[src/rtl/vrased_pkg.sv]
// vrased_pkg: SW-Att region constants, scheduler state encoding and abort codes
package vrased_pkg;
    localparam logic [15:0] SMEM_BASE      = 16'hA000;
    localparam logic [15:0] SMEM_SIZE      = 16'h4000;
    localparam logic [15:0] LAST_SMEM_ADDR = SMEM_BASE + SMEM_SIZE - 16'd2;
    localparam logic [2:0] ST_IDLE  = 3'd0;
    localparam logic [2:0] ST_ARM   = 3'd1;
    localparam logic [2:0] ST_RUN   = 3'd2;
    localparam logic [2:0] ST_DONE  = 3'd3;
    localparam logic [2:0] ST_ABORT = 3'd4;
    localparam logic [1:0] AB_NONE   = 2'd0;
    localparam logic [1:0] AB_VIOL   = 2'd1;
    localparam logic [1:0] AB_ARM_TO = 2'd2;
    localparam logic [1:0] AB_RUN_TO = 2'd3;
endpackage

[src/rtl/swatt_rr_arb2.sv]
// swatt_rr_arb2: two-way round-robin pick with a last-served register updated on a strobe
module swatt_rr_arb2 (
    input  logic clk,
    input  logic rst,
    input  logic req_a,
    input  logic req_b,
    input  logic upd,
    input  logic served_b,
    output logic pick_b
);
    logic last_b_q, last_b_d;
    always_comb begin
        last_b_d = upd ? served_b : last_b_q;
        pick_b   = req_b && (!req_a || !last_b_q);
    end
    always_ff @(posedge clk or posedge rst) begin
        if (rst) last_b_q <= 1'b1;
        else     last_b_q <= last_b_d;
    end
endmodule

[src/rtl/swatt_req_scheduler.sv]
// swatt_req_scheduler: arbitrates SW-Att runs between two requesters and polices entry, exit and timeouts
module swatt_req_scheduler
    import vrased_pkg::*;
#(
    parameter int CNT_W = 16,
    parameter int ARM_TIMEOUT = 256,
    parameter logic [CNT_W-1:0] RUN_MAX = 16'hFFF0
) (
    input  logic        clk,
    input  logic        rst,
    input  logic [15:0] pc,
    input  logic        violation,
    input  logic        req_a,
    input  logic        req_b,
    output logic        gnt_a,
    output logic        gnt_b,
    output logic        busy,
    output logic        done_a,
    output logic        done_b,
    output logic        abort,
    output logic [1:0]  abort_code
);
    localparam logic [CNT_W-1:0] ARM_LAST = CNT_W'(ARM_TIMEOUT - 1);
    localparam logic [CNT_W-1:0] RUN_LAST = RUN_MAX - 1'b1;
    logic [2:0]       state_q, state_d;
    logic [CNT_W-1:0] cnt_q, cnt_d;
    logic             gnt_a_q, gnt_a_d, gnt_b_q, gnt_b_d;
    logic             done_a_q, done_a_d, done_b_q, done_b_d;
    logic             abort_q, abort_d;
    logic [1:0]       code_q, code_d;
    logic             prev_last_q;
    logic             in_smem, at_base, at_last;
    logic             fin, kill, upd, pick_b;
    logic [1:0]       kcode;
    assign in_smem = (pc >= SMEM_BASE) && (pc <= LAST_SMEM_ADDR);
    assign at_base = pc == SMEM_BASE;
    assign at_last = pc == LAST_SMEM_ADDR;
    swatt_rr_arb2 u_arb (
        .clk      (clk),
        .rst      (rst),
        .req_a    (req_a),
        .req_b    (req_b),
        .upd      (upd),
        .served_b (gnt_b_q),
        .pick_b   (pick_b)
    );
    always_comb begin
        state_d  = state_q;
        cnt_d    = cnt_q;
        gnt_a_d  = gnt_a_q;
        gnt_b_d  = gnt_b_q;
        done_a_d = 1'b0;
        done_b_d = 1'b0;
        abort_d  = 1'b0;
        code_d   = code_q;
        fin      = 1'b0;
        kill     = 1'b0;
        kcode    = AB_NONE;
        upd      = 1'b0;
        case (state_q)
            ST_IDLE: if (!violation && (req_a || req_b)) begin
                state_d = ST_ARM;
                gnt_a_d = !pick_b;
                gnt_b_d = pick_b;
                cnt_d   = '0;
            end
            ST_ARM: begin
                if (violation || (in_smem && !at_base)) begin
                    kill  = 1'b1;
                    kcode = AB_VIOL;
                end else if (at_base) begin
                    state_d = ST_RUN;
                    cnt_d   = '0;
                end else if (cnt_q == ARM_LAST) begin
                    kill  = 1'b1;
                    kcode = AB_ARM_TO;
                end else cnt_d = cnt_q + 1'b1;
            end
            ST_RUN: begin
                if (violation) begin
                    kill  = 1'b1;
                    kcode = AB_VIOL;
                end else if (!in_smem && prev_last_q) fin = 1'b1;
                else if (cnt_q == RUN_LAST) begin
                    kill  = 1'b1;
                    kcode = AB_RUN_TO;
                end else cnt_d = cnt_q + 1'b1;
            end
            ST_DONE:  state_d = ST_IDLE;
            ST_ABORT: state_d = violation ? ST_ABORT : ST_IDLE;
            default:  state_d = ST_IDLE;
        endcase
        if (fin || kill) begin
            state_d  = fin ? ST_DONE : ST_ABORT;
            done_a_d = fin && gnt_a_q;
            done_b_d = fin && gnt_b_q;
            abort_d  = kill;
            code_d   = kill ? kcode : code_q;
            gnt_a_d  = 1'b0;
            gnt_b_d  = 1'b0;
            cnt_d    = '0;
            upd      = 1'b1;
        end
    end
    always_ff @(posedge clk or posedge rst) begin
        if (rst) begin
            state_q     <= ST_IDLE;
            cnt_q       <= '0;
            gnt_a_q     <= 1'b0;
            gnt_b_q     <= 1'b0;
            done_a_q    <= 1'b0;
            done_b_q    <= 1'b0;
            abort_q     <= 1'b0;
            code_q      <= AB_NONE;
            prev_last_q <= 1'b0;
        end else begin
            state_q     <= state_d;
            cnt_q       <= cnt_d;
            gnt_a_q     <= gnt_a_d;
            gnt_b_q     <= gnt_b_d;
            done_a_q    <= done_a_d;
            done_b_q    <= done_b_d;
            abort_q     <= abort_d;
            code_q      <= code_d;
            prev_last_q <= at_last;
        end
    end
    assign gnt_a      = gnt_a_q;
    assign gnt_b      = gnt_b_q;
    assign busy       = state_q != ST_IDLE;
    assign done_a     = done_a_q;
    assign done_b     = done_b_q;
    assign abort      = abort_q;
    assign abort_code = code_q;
endmodule
[config.mk]
export PLATFORM = sky130hd
export DESIGN_NAME = swatt_req_scheduler
export DESIGN_NICKNAME = d
export VERILOG_FILES = /design/src/rtl/vrased_pkg.sv /design/src/rtl/swatt_rr_arb2.sv /design/src/rtl/swatt_req_scheduler.sv
export SDC_FILE = /design/constraint.sdc
export NUM_CORES = 1
export LEC_CHECK = 0
export BUFFER_PORTS_ARGS = -buffer_cell sky130_fd_sc_hd__buf_2
export CORE_MARGIN = 2
export CORE_UTILIZATION = 55
export DETAILED_ROUTE_END_ITERATION = 10
export GPL_ROUTABILITY_DRIVEN = 0
export PLACE_DENSITY = 0.89
export SLEW_MARGIN = 10
export SYNTH_ARGS = -nofsm -noshare
export SYNTH_HDL_FRONTEND = slang
export SYNTH_SLANG_ARGS = --single-unit
export TNS_END_PERCENT = 1
[constraint.sdc]
create_clock -name clk -period 2.5 [get_ports clk]
set_input_delay 0.375 -clock clk [delete_from_list [all_inputs] [get_ports clk]]
set_output_delay 0.375 -clock clk [all_outputs]
set_load 0.01 [all_outputs]
==> flow_summary_export.csv, run 1 <==
group,metric,value,unit
global_routing,grt_max_degree,29,
timing,fin_crit,2.37,ns
clocking,clock_latency,0.33,ns
timing,slew_headroom,0.706,
synth,syn_area,1660,um2
synth,synthArstFlopShare,1.00,
layout,drive_gt1_frac,0.265,
layout,antenna-diode-count,0,
place,port-buffer-count,28,
clocking,tritoncts,"done",
synth,synth_top_family_by_area,"simple AND/OR/NAND/NOR gates",
place,dp_hpwl,2730,um
global_routing,grt_pass1_wl,6320,um
timing,setup_viol,0,
power_and_ir_drop,cellPowerDensity,659,nW/um2
floorplan,die_w,59.0,um
synth,syn_avg_cell_area,9.09,um2
timing,tns,0,ns
layout,fin_util,0.668,
run,cap_violations,0,
drt,drt_first_pass_iters,4,
layout,area_growth,12.7,%
drt,vias,1508,
synth,synthXorXnorAreaFrac,0.0211,
critical_path,cp-end-kind,"flip-flop",
power_and_ir_drop,power.leakage,0.845,nW
timing,period_share,0.946,
worst_hold_path,hold_path.class,"input port to asynchronous set/reset pin",
synth,synth_seq_cells,28,
synth,synth_ff_type,"dfrtp_1",
floorplan,initial_core_util,0.593,
timing,finalWorstSetupSlack,0.135,ns
synth,synth_edf_count,0,
critical_path,rrSetupSlack,0.13,ns
clocking,clk_path_buf_depth,2,
critical_path,critPathRequiredTime,2.78,ns
timing,drv_slew,0,
clocking,cts_sinks,28,
critical_path,arrival,2.64,ns
floorplan,die_y,59.0,um
clocking,clk_pin_slew,0.15,ns
synth,muxShareOfSynthArea,0.00903,
drt,vias_per_cell,6.13,
power_and_ir_drop,ir_drop,0.000441,V
global_routing,antenna_found_initial,0,
drt,ant_nets,0,
timing,worst_pin_slew,0.441,ns
timing,hold_violations,0,
timing,max_freq,423,MHz
synth,synth.distinct_cells,54,
drt,first_iter_violations,64,
global_routing,grt_pass1_vias,1396,
place,place_ws,0.0349,ns
critical_path,crit_chain,"and2_4 -> and4_1 -> nand3_4 -> or4_4 -> and3_4 -> inv_2 -> a21o_1 -> mux2_4",
floorplan,die_area,3480,um2
layout,mostFrequentLayoutCell,"buf_2",
clocking,cts_inserted_buffers,3,
drt,drc,0,
floorplan,pin_count,29,
synth,synth_simple_gate_area_frac,0.324,
synth,yosysSeqAreaShare,0.422,
layout,layout_common_cells,"buf_2, dfrtp_1, nand2_1",
timing,fin_skew,0.00891,ns
run_status,outcome,"completed",
critical_path,cp_max_fo,14,
layout,nNetsFinal,238,
critical_path,startpoint_type,"flip-flop",
synth,synth_compound_area_frac,0.163,
floorplan,core-area,2810,um2
global_routing,grt_overflow,0,
critical_path,criticalPathCategory,"flip-flop to flip-flop",
clocking,cts_root_buffer,"clkbuf_4",
synth,synth_cells,183,
drt,wl,3660,um
synth,syn_nets,205,
clocking,cts_setup_buffers,0,
critical_path,max_stage_delay,0.52,ns
global_routing,grt_use_total,0.238,
timing,rsz0062_at_grt,"false",
clocking,htree_levels,1,
clocking,holdBufCountCts,0,
synth,synth_warnings,0,
floorplan,num_rows,19,
critical_path,critPathSlowestCell,"or4_4",
drt,wl_per_cell,14.9,um
synth,synth_fa_ha_area_frac,0.00752,
==> cell usage after synthesis, types with 2 or more instances <==
cell type   n  area [um2]
nor3b_1     3        22.5
nor4_1      5        31.3
xor2_1      2        17.5
nor2b_1     2        12.5
nor2_1     17        63.8
o31ai_1     3        22.5
nand4b_1    2        17.5
nand2_1    25        93.8
buf_6       4        45.0
and2_4      2        17.5
o22ai_1     2        12.5
nor4b_1     2        17.5
clkbuf_1    4        15.0
inv_1       5        18.8
a22o_1      3        26.3
and4_1      3        26.3
a31oi_1     3        18.8
nand3_1    10        50.1
a21oi_1     4        20.0
xnor2_1     2        17.5
and3_1      3        18.8
dfrtp_1    27         676
nor3_1      2        10.0
nand4_1     9        56.3
o311ai_1    2        17.5
a221o_1     2        20.0
o21ai_0     8        40.0
==> path summary, 6_finish.rpt <==
path | startpoint | to | depth (start not counted)
min in group clk | pc[1] | prev_last_q | 3
setup reg to reg | cnt_q[3] | u_arb.last_b_q | 8
setup / recovery | cnt_q[3] | u_arb.last_b_q | 8
hold / removal | rst | state_q[1] | 3
hold reg to reg | abort_code[1] | abort_code[1] | 2
max in group asynchronous | rst | u_arb.last_b_q | 3
==> worst max-delay path: cells and delay by family (launching register included) <==
kind / cells / cell delay (ns)
AO/OA/AOI/OAI: 1 / 0.14
buffers and inverters: 1 / 0.10
flip-flops: 1 / 0.41
multiplexers: 1 / 0.31
AND/OR/NAND/NOR: 5 / 1.36
==> metrics by stage <==
stage	power (mW)	cell area (um2)	hold slack (ns)	cells
finish	1.23	1870	0.0727	246
global route	1.32	1870	0.0872	246
CTS	1.23	1870	0.0896	246
detailed placement	1.05	1840	0.457	242
global placement	1.03	1840	0.447	242
floorplan	0.901	1660	0.440	183
==> where the power goes <==
group	total, mW	internal [mW]	switching (mW)
registers	0.546	0.510	0.0353
clock network	0.190	0.0625	0.128
logic	0.498	0.211	0.287
total	1.23	0.784	0.450
==> state kept, by name (all words and copies together), names as in the netlist <==
name	count
abort	1
prev_last_q	1
done_b	1
gnt_a	1
cnt_q	16
u_arb.last_b_q	1
abort_code	2
gnt_b	1
done_a	1
state_q	3
==> cell families after synthesis <==
group           after synthesis
flops                        28
fa+ha+maj                     1
simple gates                 96
compound gates               38
mux                           1
xor+xnor                      4
buf+inv                      15
==> cell type report <==
cell class                 count  area (um2)
multi-input combinational    140         877
sequential                    28         702
timing repair buffer          37         208
tap                           31        38.8
clock buffer                   4        26.3
inverter                       6        22.5
fill                         232         931
==> per-layer routing <==
layer / wire length (um) / global-route usage / vias to the layer above
met2: 1750 / 0.368 / 54
met4: 42 / 0.104 / 0
met5: 0 / 0 / -
met3: 193 / 0.0284 / 4
li1: - / - / 749
met1: 1680 / 0.339 / 701
==> what timing repair did <==
item | in CTS | in global routing
endpoints found under the setup margin | 0 | 2
hold endpoints to repair | 0 | 0
resized for setup | 0 | 1
Power figures use the tool's default switching activity.
==> inputs of run 2 (changes only) <==
- CORE_UTILIZATION: 55 -> 56
- SYNTH_HIERARCHICAL: not set -> 1
==> flow_summary_export.csv, run 2 <==
group,metric,value,unit
run_status,outcome,"completed",
critical_path,cp-end-kind,"flip-flop",
clocking,clk_path_buf_depth,2,
synth,synth.distinct_cells,54,
floorplan,die_w,59.5,um
clocking,htree_levels,1,
timing,fin_crit,2.33,ns
global_routing,grt_pass1_vias,1495,
synth,synth_seq_cells,28,
critical_path,arrival,2.56,ns
critical_path,rrSetupSlack,0.17,ns
layout,antenna-diode-count,0,
clocking,tritoncts,"done",
timing,worst_pin_slew,0.384,ns
critical_path,rr_startpoint,"cnt_q[4]",
drt,vias_per_cell,6.13,
layout,area_growth,16.3,%
critical_path,startpoint_type,"flip-flop",
layout,mostFrequentLayoutCell,"buf_2",
floorplan,initial_core_util,0.575,
synth,ys_top_cells_by_count,"dfrtp_1, nor2_1, nand2_1",
clocking,cts_sinks,28,
place,port-buffer-count,28,
synth,yosysSeqAreaShare,0.406,
timing,finalWorstSetupSlack,0.170,ns
worst_hold_path,min_to,"gnt_b",
critical_path,worst_r2r_endpoint,"cnt_q[7]",
layout,stdcell_count,253,
timing,tns,0,ns
synth,syn_area,1730,um2
timing,max_freq,429,MHz
timing,period_share,0.932,
floorplan,pin_count,29,
synth,synth_area_leaders,"dfrtp_1, a221o_1, nor2_1",
power_and_ir_drop,cellPowerDensity,698,nW/um2
clocking,cts_inserted_buffers,3,
synth,synth_ff_type,"dfrtp_1",
power_and_ir_drop,report.power.total,1.40,mW
timing,fin_skew,0.00529,ns
worst_hold_path,hold_path.class,"input port to flip-flop",
global_routing,antenna_found_initial,0,
floorplan,core-area,3000,um2
timing,drv_slew,0,
worst_hold_path,worst_hold_startpoint,"req_a",
global_routing,grt_max_degree,28,
floorplan,num_rows,20,
synth,syn_avg_cell_area,9.34,um2
power_and_ir_drop,power.leakage,0.980,nW
layout,nNetsFinal,243,
critical_path,reg2reg_depth,8,
layout,drive_gt1_frac,0.268,
synth,yosys.area.top_type,"dfrtp_1",
place,place_ws,0.141,ns
layout,finalInstanceArea,2010,um2
timing,hold_violations,0,
global_routing,grt_use_total,0.228,
global_routing,grt_overflow,0,
critical_path,cp_max_fo,19,
clocking,clk_pin_slew,0.15,ns
place,dp_hpwl,2780,um
clocking,cts_root_buffer,"clkbuf_4",
drt,first_iter_violations,84,
synth,synth.most_common_cell,"dfrtp_1",
drt,vias,1550,
place,placed_area,1950,um2
critical_path,criticalPathCategory,"flip-flop to flip-flop",
drt,drc,0,
run,cap_violations,0,
floorplan,die_y,59.5,um
floorplan,die_area,3550,um2
synth,synth_warnings,6,
synth,syn_nets,207,
synth,synthArstFlopShare,1.00,
timing,setup_viol,0,
layout,largest_register_ff_count,16,
drt,ant_nets,0,
drt,wl_per_cell,14.8,um
critical_path,critPathRequiredTime,2.73,ns
layout,top_register,"cnt_q",
clocking,clock_latency,0.33,ns
synth,synth_edf_count,0,
worst_hold_path,hold_depth,4,
timing,slew_headroom,0.742,
layout,layout_common_cells,"buf_2, dfrtp_1, nor2_1",
drt,drt_first_pass_iters,5,
synth,synth_top_area_frac,0.391,
timing,rsz0062_at_grt,"false",
drt,wl,3740,um
power_and_ir_drop,ir_drop,0.000330,V
place,placed_cells,248,
global_routing,grt_pass1_wl,6290,um
synth,synth_cells,185,
## run 2: power by group
part / leakage, nW / switching (mW) / total (mW) / internal, mW
sequential: 0.375 / 0.0578 / 0.571 / 0.514
clock: 0.0210 / 0.134 / 0.223 / 0.0892
combinational: 0.584 / 0.331 / 0.608 / 0.277
total: 0.980 / 0.523 / 1.40 / 0.880
## run 2: worst max-delay path by stage
stage	from	to	slack, ns	cells past startpoint
finish	cnt_q[4]	cnt_q[7]	0.17	8
detailed placement	cnt_q[0]	cnt_q[8]	0.14	9
floorplan	cnt_q[0]	cnt_q[7]	0.37	9
global placement	pc[14]	cnt_q[8]	0.20	8
CTS	cnt_q[0]	cnt_q[8]	0.12	9
global route	cnt_q[1]	cnt_q[14]	0.05	9
## run 2: cell type report
| class | count | area, um2 |
|---|---|---|
| timing repair buffer | 36 | 228 |
| fill | 255 | 993 |
| multi-input combinational | 147 | 983 |
| sequential | 28 | 702 |
| inverter | 5 | 18.8 |
| tap | 33 | 41.3 |
| clock buffer | 4 | 36.3 |
## run 2: critical path, stage by stage, from the launching register on
cell and delay [ns]:
dfrtp_1 0.49, nand4b_1 0.27, nor4_4 0.36, o21a_2 0.20
mux2i_2 0.08, o2111a_2 0.24, buf_12 0.17, and3_1 0.17
a221o_1 0.25
## run 2: metrics by stage
step	util	hold WS (ns)
2_1_floorplan	-	0.265
3_3_place_gp	0.650	0.378
3_5_place_dp	0.650	0.381
4_1_cts	0.662	0.0152
5_1_grt	0.669	0.361
6_report	0.669	0.366
## run 2: logic make-up after synthesis
family / share of synthesized area
and+or+nand+nor: 0.314
AOI/OAI and AO/OA: 0.197
DFF: 0.406
buffers and inverters: 0.0311
muxes: 0.0297
xor gates and xnor gates: 0.0152
adders and majority gates: 0.00724
## run 2: timing repair
item | 4_1_cts | 5_1_grt
buffers inserted | 0 | 0
hold endpoints to repair | 0 | 1
hold buffers | 0 | 1
setup endpoints to repair | 0 | 8
resized for setup | 0 | 2
## run 2: metal layers
layer,global-route usage,up-vias,wire (um),share of wire
li1,-,764,-,-
met1,0.284,737,1620,0.43
met2,0.399,40,1930,0.52
met3,0.0306,9,119,0.032
met4,0.0857,0,76,0.020
met5,0,-,0,0
==> inputs of run 3 (changes only) <==
- CORE_ASPECT_RATIO: not set -> 1.5
- clock period: 2.5 -> 2.4 ns (I/O delays scaled with it)
==> flow_summary_export.csv, run 3 (same netlist as run 2, synthesis figures left out) <==
group,metric,value,unit
critical_path,startpoint_type,"flip-flop",
timing,drv_slew,0,
layout,stdcell_count,258,
critical_path,worst_r2r_endpoint,"cnt_q[14]",
critical_path,cp_max_fo,5,
critical_path,crit_chain,"ha_2 -> and4_1 -> nand4_1 -> nor2_1 -> nand3_1 -> or2_0 -> and3_1 -> a221o_1",
layout,drive_gt1_frac,0.269,
timing,fin_skew,0.00393,ns
power_and_ir_drop,cellPowerDensity,734,nW/um2
drt,wl_per_cell,15.3,um
clocking,cts_resized,0,
clocking,tritoncts,"done",
layout,regArea,702,um2
timing,period_share,0.971,
global_routing,antenna_found_initial,0,
global_routing,grt_pass1_wl,6350,um
critical_path,max_stage_delay,0.40,ns
critical_path,rrSetupSlack,0.07,ns
power_and_ir_drop,switching_power,0.557,mW
clocking,cts_sinks,28,
clocking,cts_root_buffer,"clkbuf_8",
drt,wl,3950,um
critical_path,critPathRequiredTime,2.56,ns
global_routing,grt_pass1_vias,1506,
layout,layout_common_cells,"buf_2, dfrtp_1, nor2_1",
critical_path,criticalPathCategory,"flip-flop to flip-flop",
layout,nNetsFinal,242,
clocking,cts_setup_buffers,0,
power_and_ir_drop,power.leakage,0.970,nW
critical_path,arrival,2.49,ns
place,placed_cells,253,
drt,first_iter_violations,71,
timing,rsz0062_at_grt,"true",
power_and_ir_drop,ir_drop,0.000439,V
floorplan,die_w,49.4,um
layout,top_register,"cnt_q",
global_routing,grt_overflow,0,
layout,mostFrequentLayoutCell,"buf_2",
place,place_ws,0.0323,ns
drt,vias,1629,
layout,fillCellCount,241,
place,port-buffer-count,28,
timing,worst_pin_slew,0.404,ns
timing,fin_crit,2.33,ns
layout,area_growth,16.4,%
power_and_ir_drop,p_int,0.918,mW
floorplan,die_y,72.0,um
layout,antenna-diode-count,0,
timing,finalWorstSetupSlack,0.0704,ns
timing,setup_viol,0,
timing,slew_headroom,0.729,
critical_path,critPathSlowestCell,"dfrtp_1",
power_and_ir_drop,clkPwrFrac,0.174,
drt,vias_per_cell,6.31,
clocking,clk_pin_slew,0.09,ns
clocking,clock_latency,0.27,ns
run,cap_violations,0,
floorplan,core-area,2910,um2
clocking,holdBufCountCts,0,
drt,drc,0,
floorplan,die_area,3560,um2
floorplan,initial_core_util,0.593,
timing,tns,0,ns
layout,multi_input_area,998,um2
timing,max_freq,429,MHz
critical_path,cp-end-kind,"flip-flop",
critical_path,rr_startpoint,"cnt_q[0]",
clocking,clk_path_buf_depth,2,
clocking,cts_inserted_buffers,3,
run_status,outcome,"completed",
clocking,htree_levels,1,
worst_hold_path,hold_path.class,"input port to asynchronous set/reset pin",
power_and_ir_drop,power_frac_seq,0.403,
floorplan,pin_count,29,
floorplan,num_rows,24,
layout,largest_register_ff_count,16,
drt,drt_first_pass_iters,4,
power_and_ir_drop,power_frac_comb,0.422,
timing,hold_violations,0,
global_routing,grt_max_degree,28,
place,dp_hpwl,2780,um
power_and_ir_drop,p_sw_frac,0.378,
drt,ant_nets,0,
global_routing,grt_use_total,0.230,
critical_path,reg2reg_depth,8,
-- run 3: cell count changes in the layout (fill, tap and decap cells not counted), sizes merged --
cell,delta
buf,-1
dlygate4sd3,-1
o2111a,+1
-- run 3: worst max-delay path by stage --
stage	startpoint	end	cells after the start
final	cnt_q[0]	cnt_q[14]	8
after detailed placement	cnt_q[0]	cnt_q[6]	8
after global placement	pc[0]	cnt_q[8]	7
after CTS	cnt_q[0]	cnt_q[6]	8
after floorplan	cnt_q[0]	cnt_q[7]	9
after global routing	cnt_q[0]	cnt_q[14]	8
-- run 3: power by group through the flow --
stage / clock (mW) / combinational [mW] / sequential, mW
final: 0.257 / 0.623 / 0.595
after global routing: 0.286 / 0.676 / 0.606
after CTS: 0.263 / 0.591 / 0.594
after detailed placement: 0 / 0.588 / 0.603
after global placement: 0 / 0.574 / 0.601
after floorplan: 0 / 0.399 / 0.601
-- run 3: worst max-delay path, delay by kind of cell, from the launching register on --
kind,cells,cell delay (ns)
AO/OA/AOI/OAI,1,0.25
adder cells (fa/ha/maj),1,0.23
flip-flops,1,0.40
AND/OR/NAND/NOR,6,1.33
-- run 3: routing by layer --
metal | track usage | vias to the layer above | routed length [um]
li1 | - | 766 | -
met1 | 0.255 | 764 | 1430
met2 | 0.437 | 88 | 2160
met3 | 0.0206 | 11 | 239
met4 | 0.105 | 0 | 108
met5 | 0 | - | 0
-- run 3: metrics by stage --
step / util / power [mW] / area (um2) / hold slack [ns]
floorplan: - / 1.00 / 1730 / 0.250
global placement: 0.666 / 1.17 / 1940 / 0.365
detailed placement: 0.666 / 1.19 / 1940 / 0.369
CTS: 0.681 / 1.45 / 1980 / 0.0720
global route: 0.690 / 1.57 / 2010 / 0.0883
finish: 0.690 / 1.48 / 2010 / 0.0768
-- run 3: area by class of cell --
| type | instances | area share |
|---|---|---|
| Sequential cell | 28 | 0.349 |
| Multi-Input combinational cell | 148 | 0.497 |
| Timing Repair Buffer | 34 | 0.0983 |
| Clock buffer | 4 | 0.0224 |
| Tap cell | 39 | 0.0243 |
| Inverter | 5 | 0.00933 |
